$ cat src/rtl/line_pkg.sv
// Shared types and helpers for the line command sequencer.
package line_pkg;

  localparam int COORD_W = 11;
  localparam int LEN_W   = 12;

  typedef struct packed {
    logic [COORD_W-1:0] x0, y0, x1, y1;
  } line_ends_t;

  typedef enum logic [1:0] {IDLE, LOAD, DRAW} seq_state_e;

  function automatic logic [LEN_W-1:0] abs_diff(input logic [COORD_W-1:0] a,
                                                input logic [COORD_W-1:0] b);
    logic [COORD_W-1:0] d;
    d = (a >= b) ? (a - b) : (b - a);
    return {1'b0, d};
  endfunction

  // Pixel count of a line: the longer axis span plus one (1..2048).
  function automatic logic [LEN_W-1:0] line_len(input line_ends_t e);
    logic [LEN_W-1:0] dx, dy;
    dx = abs_diff(e.x1, e.x0);
    dy = abs_diff(e.y1, e.y0);
    return ((dx >= dy) ? dx : dy) + LEN_W'(1);
  endfunction

endpackage

$ cat src/rtl/line_cmd_fifo.sv
// Synchronous show-ahead FIFO holding queued line commands.
module line_cmd_fifo #(
  parameter int DEPTH = 4,
  parameter int WIDTH = 45
) (
  input  logic             clk,
  input  logic             reset,
  input  logic             push,
  input  logic             pop,
  input  logic [WIDTH-1:0] din,
  output logic [WIDTH-1:0] dout,
  output logic             full,
  output logic             empty
);

  localparam int AW = $clog2(DEPTH);

  logic [WIDTH-1:0] mem [DEPTH];
  logic [AW:0]      wr_ptr;
  logic [AW:0]      rd_ptr;

  // Extra pointer bit tells full from empty when the addresses coincide.
  assign empty = (wr_ptr == rd_ptr);
  assign full  = (wr_ptr[AW] != rd_ptr[AW]) && (wr_ptr[AW-1:0] == rd_ptr[AW-1:0]);
  assign dout  = mem[rd_ptr[AW-1:0]];

  always_ff @(posedge clk) begin
    if (push && !full) mem[wr_ptr[AW-1:0]] <= din;
  end

  always_ff @(posedge clk) begin
    if (reset) begin
      wr_ptr <= '0;
      rd_ptr <= '0;
    end else begin
      if (push && !full) wr_ptr <= wr_ptr + 1'b1;
      if (pop && !empty) rd_ptr <= rd_ptr + 1'b1;
    end
  end

endmodule

$ cat src/rtl/line_sequencer.sv
// Buffers line commands, sequences them into line_drawer and forwards
// its pixels as colour-tagged framebuffer writes.
module line_sequencer
  import line_pkg::*;
#(
  parameter int FIFO_DEPTH = 4,
  parameter int COLOR_W    = 1
) (
  input  logic               clk,
  input  logic               reset,
  input  logic               cmd_valid,
  output logic               cmd_ready,
  input  logic [COORD_W-1:0] cmd_x0,
  input  logic [COORD_W-1:0] cmd_y0,
  input  logic [COORD_W-1:0] cmd_x1,
  input  logic [COORD_W-1:0] cmd_y1,
  input  logic [COLOR_W-1:0] cmd_color,
  output logic               ld_reset,
  output logic [COORD_W-1:0] ld_x0,
  output logic [COORD_W-1:0] ld_y0,
  output logic [COORD_W-1:0] ld_x1,
  output logic [COORD_W-1:0] ld_y1,
  input  logic [COORD_W-1:0] ld_x,
  input  logic [COORD_W-1:0] ld_y,
  output logic               px_we,
  output logic [COORD_W-1:0] px_x,
  output logic [COORD_W-1:0] px_y,
  output logic [COLOR_W-1:0] px_color,
  output logic               busy,
  output logic [15:0]        lines_done
);

  localparam int CMD_W = $bits(line_ends_t) + COLOR_W;

  seq_state_e         state;
  line_ends_t         cur_ends;
  logic [COLOR_W-1:0] cur_color;
  logic [LEN_W-1:0]   remaining;

  logic [CMD_W-1:0]   fifo_din;
  logic [CMD_W-1:0]   fifo_dout;
  line_ends_t         next_ends;
  logic [COLOR_W-1:0] next_color;
  logic               fifo_full;
  logic               fifo_empty;
  logic               push;
  logic               pop;
  logic               last_px;

  assign fifo_din                = {cmd_x0, cmd_y0, cmd_x1, cmd_y1, cmd_color};
  assign {next_ends, next_color} = fifo_dout;

  assign cmd_ready = !fifo_full;
  assign push      = cmd_valid && !fifo_full;
  assign last_px   = (state == DRAW) && (remaining == LEN_W'(1));
  // A new command is taken either from idle or straight after the last pixel.
  assign pop       = !fifo_empty && ((state == IDLE) || last_px);

  line_cmd_fifo #(
    .DEPTH (FIFO_DEPTH),
    .WIDTH (CMD_W)
  ) u_fifo (
    .clk   (clk),
    .reset (reset),
    .push  (push),
    .pop   (pop),
    .din   (fifo_din),
    .dout  (fifo_dout),
    .full  (fifo_full),
    .empty (fifo_empty)
  );

  assign ld_x0 = cur_ends.x0;
  assign ld_y0 = cur_ends.y0;
  assign ld_x1 = cur_ends.x1;
  assign ld_y1 = cur_ends.y1;

  assign busy = !fifo_empty || (state != IDLE) || px_we;

  always_ff @(posedge clk) begin
    if (reset) begin
      state      <= IDLE;
      cur_ends   <= '0;
      cur_color  <= '0;
      remaining  <= '0;
      ld_reset   <= 1'b0;
      px_we      <= 1'b0;
      px_x       <= '0;
      px_y       <= '0;
      px_color   <= '0;
      lines_done <= '0;
    end else begin
      ld_reset <= 1'b0;
      px_we    <= 1'b0;
      if (pop) begin
        cur_ends  <= next_ends;
        cur_color <= next_color;
      end
      case (state)
        IDLE: begin
          if (pop) begin
            ld_reset <= 1'b1;
            state    <= LOAD;
          end
        end
        LOAD: begin
          remaining <= line_len(cur_ends);
          state     <= DRAW;
        end
        DRAW: begin
          // Pixel stage boundary: line_drawer output registered with colour.
          px_we     <= 1'b1;
          px_x      <= ld_x;
          px_y      <= ld_y;
          px_color  <= cur_color;
          remaining <= remaining - LEN_W'(1);
          if (last_px) begin
            lines_done <= lines_done + 16'd1;
            if (pop) begin
              ld_reset <= 1'b1;
              state    <= LOAD;
            end else begin
              state <= IDLE;
            end
          end
        end
        default: state <= IDLE;
      endcase
    end
  end

endmodule

$ cat config.mk
export PLATFORM = sky130hd
export DESIGN_NAME = line_sequencer
export DESIGN_NICKNAME = d
export VERILOG_FILES = /design/src/rtl/line_pkg.sv /design/src/rtl/line_cmd_fifo.sv /design/src/rtl/line_sequencer.sv
export SDC_FILE = /design/constraint.sdc
export NUM_CORES = 1
export LEC_CHECK = 0
export BUFFER_PORTS_ARGS = -buffer_cell sky130_fd_sc_hd__buf_2
export CORE_ASPECT_RATIO = 1.5
export CORE_MARGIN = 10
export CORE_UTILIZATION = 45
export CTS_CLUSTER_DIAMETER = 120
export DETAILED_ROUTE_END_ITERATION = 8
export GPL_ROUTABILITY_DRIVEN = 0
export PLACE_DENSITY = 0.74
export REMOVE_ABC_BUFFERS = 1
export SLEW_MARGIN = 15
export SYNTH_ARGS = -nofsm -noshare
export SYNTH_HDL_FRONTEND = slang
export SYNTH_HIERARCHICAL = 1
export SYNTH_SLANG_ARGS = --single-unit
$ cat constraint.sdc
create_clock -name clk -period 7.9 [get_ports clk]
set_input_delay 0.395 -clock clk [delete_from_list [all_inputs] [get_ports clk]]
set_output_delay 0.395 -clock clk [all_outputs]
set_load 0.05 [all_outputs]
==> run metrics <==
status finished, final reports clean; dpl hpwl 22600 um; CTS Buffer Depth 3; CP Depth 20; Starting DRT DRC Count 576; First-pass DRT Iterations 4; Wirelength per Cell 18.4 um; worst rel slew slack 20.3%; sequential share of the synthesized area 54.0%; RSZ-0062 raised after global routing no; Hold Path Cell Cnt 1; number of synthesized flops with an enable pin 180; Period minus WS final 6.26 ns; Core Rows 79; Worst path max stage delay 0.90 ns; vias in the first global route 10100; initial antenna violation count 1; final hold violation count 0; post-cts sizing count 0; first-pass GRT wire length 52000 um; Worst Path Required 8.37 ns; post-synthesis instance total 1208; Crit Path Max Fanout 11; Yosys reg bits 288; Worst Setup SP ld_x0[4]; Syn Area/Cell 11.6 um2; Worst-Margin Slew 1.19 ns; root buffer cell clkbuf_16; Worst Setup Start Kind register; Final Net Count 1483; CP Cell Sequence inv_1 -> ha_1 -> and4_1 -> nor3b_2 -> nor3_1 -> nand2_1 -> mux2_2 -> a221oi_1 -> xnor2_1 -> ha_1 -> a2111oi_0 -> o221ai_1 -> a21oi_1 -> or2_2 -> o21ai_2 -> o32a_4 -> nor2b_4 -> and4b_1 -> or4b_1 -> a311oi_1; CP Buf/Inv Count 1; max cap viols 0; period utilization 79.3%; Core Region 30800 um2; Setup TNS Final 0 ns; H-tree depth 1; Post-CTS Setup Inserts 0; largest net degree at the start of global routing 82; Num Clock Sinks 288; crit end category register; Initial Utilization 45.4%; Ys Warns 6; PortBufs 156; Clock Skew 0.0232 ns; Die Y 236 um; Arr. time, crit path 6.73 ns; worst skew pair latency 0.57 ns; DRT antenna net count 0; setup violators final 0; share of cells above drive strength 1 20.5%; CTS Buf Count 27; Vias 9768; Worst-path clk slew 0.06 ns; setup slack, reg-to-reg 1.64 ns; number of cells on the worst reg-to-reg path 20; gr usage total 16.5%; via/cell ratio 5.52; Hold-fix buffers, CTS 0; CP most frequent cell ha_1; CP Class register to register; r2r endpoint remaining[11]; Netlist cell types 75; Max Clock Freq 160 MHz; GR Overflow Total 0; Die ar. 38700 um2; slowest CP cell nor3_1; Synth top area share 38.6%; WL final 32500 um; residual DRC count 0; max-slew violations 0; Layout fillers 2695; Worst Setup EP remaining[11]; FFs w/ async S/R, synth 0%; area grow syn2layout 14.6%; FF-to-FF Start ld_x0[4]; Worst path top cell family by delay simple AND/OR/NAND/NOR gates; CTS tree yes; Synth area leader edfxtp_1; io pins 157; class of the worst hold path input pin to register; Die X 164 um; top_reg_cell synth edfxtp_1; cell area after synthesis 14000 um2; synth top area cells edfxtp_1 (39%), dfxtp_1 (15%), mux4_2 (7.2%)
## state kept, by name (all words and copies together), names as in the netlist, 11 cells and up, named ones only
signal      count
ld_x0          11
ld_x1          11
ld_y0          11
ld_y1          11
lines_done     16
px_x           11
px_y           11
remaining      12
u_fifo/mem    180
## through the flow
step / utilization, % / cell area (um2) / instances / setup WS [ns] / hold WS, ns
finish: 52.0 / 16000 / 1770 / 1.64 / 0.0421
floorplan: - / 13700 / 1148 / 2.21 / 0.430
global placement: 48.9 / 15100 / 1719 / 2.03 / 0.442
global route: 52.0 / 16000 / 1770 / 1.25 / 0.0316
detailed placement: 48.9 / 15100 / 1719 / 1.80 / 0.453
CTS: 52.0 / 16000 / 1769 / 1.78 / 0.0177
## cell families (layout without fill, tap and decap cells)
| group | after synthesis | count (layout) | share of synthesized area, % |
|---|---|---|---|
| xor+xnor | 33 | 33 | 2.06 |
| buf+inv | 141 | 297 | 4.29 |
| flops | 288 | 288 | 54.0 |
| other cells | 0 | 1 | 0 |
| simple gates | 349 | 349 | 12.0 |
| compound gates | 245 | 245 | 11.2 |
| fa+ha+maj | 70 | 70 | 6.47 |
| mux | 82 | 82 | 9.90 |
## cells in the final DEF, fill, tap and decap left out, types with 6 or more instances in the layout
master	count
bufinv_16	6
o31ai_1	6
o22ai_1	10
mux2i_1	35
dfxtp_1	106
mux4_2	45
xnor2_1	19
o211ai_1	12
buf_2	155
nand3_1	21
nand4_1	14
a21oi_1	102
a221oi_1	8
o21a_1	8
nor2_1	68
o21ai_0	26
o21ai_1	6
nor2b_1	15
buf_4	11
xor2_1	14
edfxtp_1	180
clkbuf_16	27
inv_1	80
or3_1	11
ha_1	65
nor3b_1	7
nand2b_1	14
nor3_1	21
and3_1	7
nand2_1	138
a21o_1	15
## cell usage after synthesis, types with 7 or more instances
cell and count:
a21o_1 15, a21oi_1 102, a221oi_1 8, and2_1 8
and3_1 7, buf_1 9, buf_2 12, clkbuf_1 28
dfxtp_1 108, edfxtp_1 180, ha_1 66, inv_1 81
mux2i_1 35, mux4_2 45, nand2_1 138, nand2b_1 14
nand3_1 21, nand4_1 14, nor2_1 68, nor2b_1 15
nor3_1 21, nor3b_1 7, o211ai_1 12, o21a_1 8
o21ai_0 26, o22ai_1 10, or3_1 11, xnor2_1 19
xor2_1 14
## worst min-delay path by stage
stage,from,to
floorplan,cur_color,cur_color
global placement,cur_color,cur_color
detailed placement,cur_color,cur_color
CTS,cmd_y1[0],u_fifo/mem[2][1]
global route,cmd_y0[6],u_fifo/mem[0][29]
finish,cmd_y0[9],u_fifo/mem[0][32]
## worst reg2reg max path, cell delays in order, from the launching register on
cell and delay [ns]:
dfxtp_1 0.37, inv_1 0.06, ha_1 0.41, and4_1 0.27
nor3b_2 0.16, nor3_1 0.90, nand2_1 0.29, mux2_2 0.36
a221oi_1 0.33, xnor2_1 0.15, ha_1 0.21, a2111oi_0 0.44
o221ai_1 0.21, a21oi_1 0.20, or2_2 0.28, o21ai_2 0.13
o32a_4 0.35, nor2b_4 0.14, and4b_1 0.24, or4b_1 0.43
a311oi_1 0.26
## cell type report
type / instances / area (um2) / area share [%]
sequential: 288 / 7570 / 47.2
multi-input combinational: 779 / 5860 / 36.5
timing repair buffer: 166 / 858 / 5.35
clock buffer: 30 / 687 / 4.28
tap: 405 / 507 / 3.16
inverter: 81 / 304 / 1.90
clock inverter: 20 / 259 / 1.61
antenna: 1 / 2.50 / 0.0156
## metal layers
metal | share of wire, % | wire (um) | GRT usage [%]
met1 | 36 | 11600 | 16.8
met2 | 53 | 17100 | 30.6
met3 | 6.5 | 2100 | 3.33
met4 | 4.9 | 1600 | 8.69
met5 | 0 | 0 | 0
Power is not shown: default switching activity piles up to over one toggle a cycle in this logic, so the estimate is an artifact.
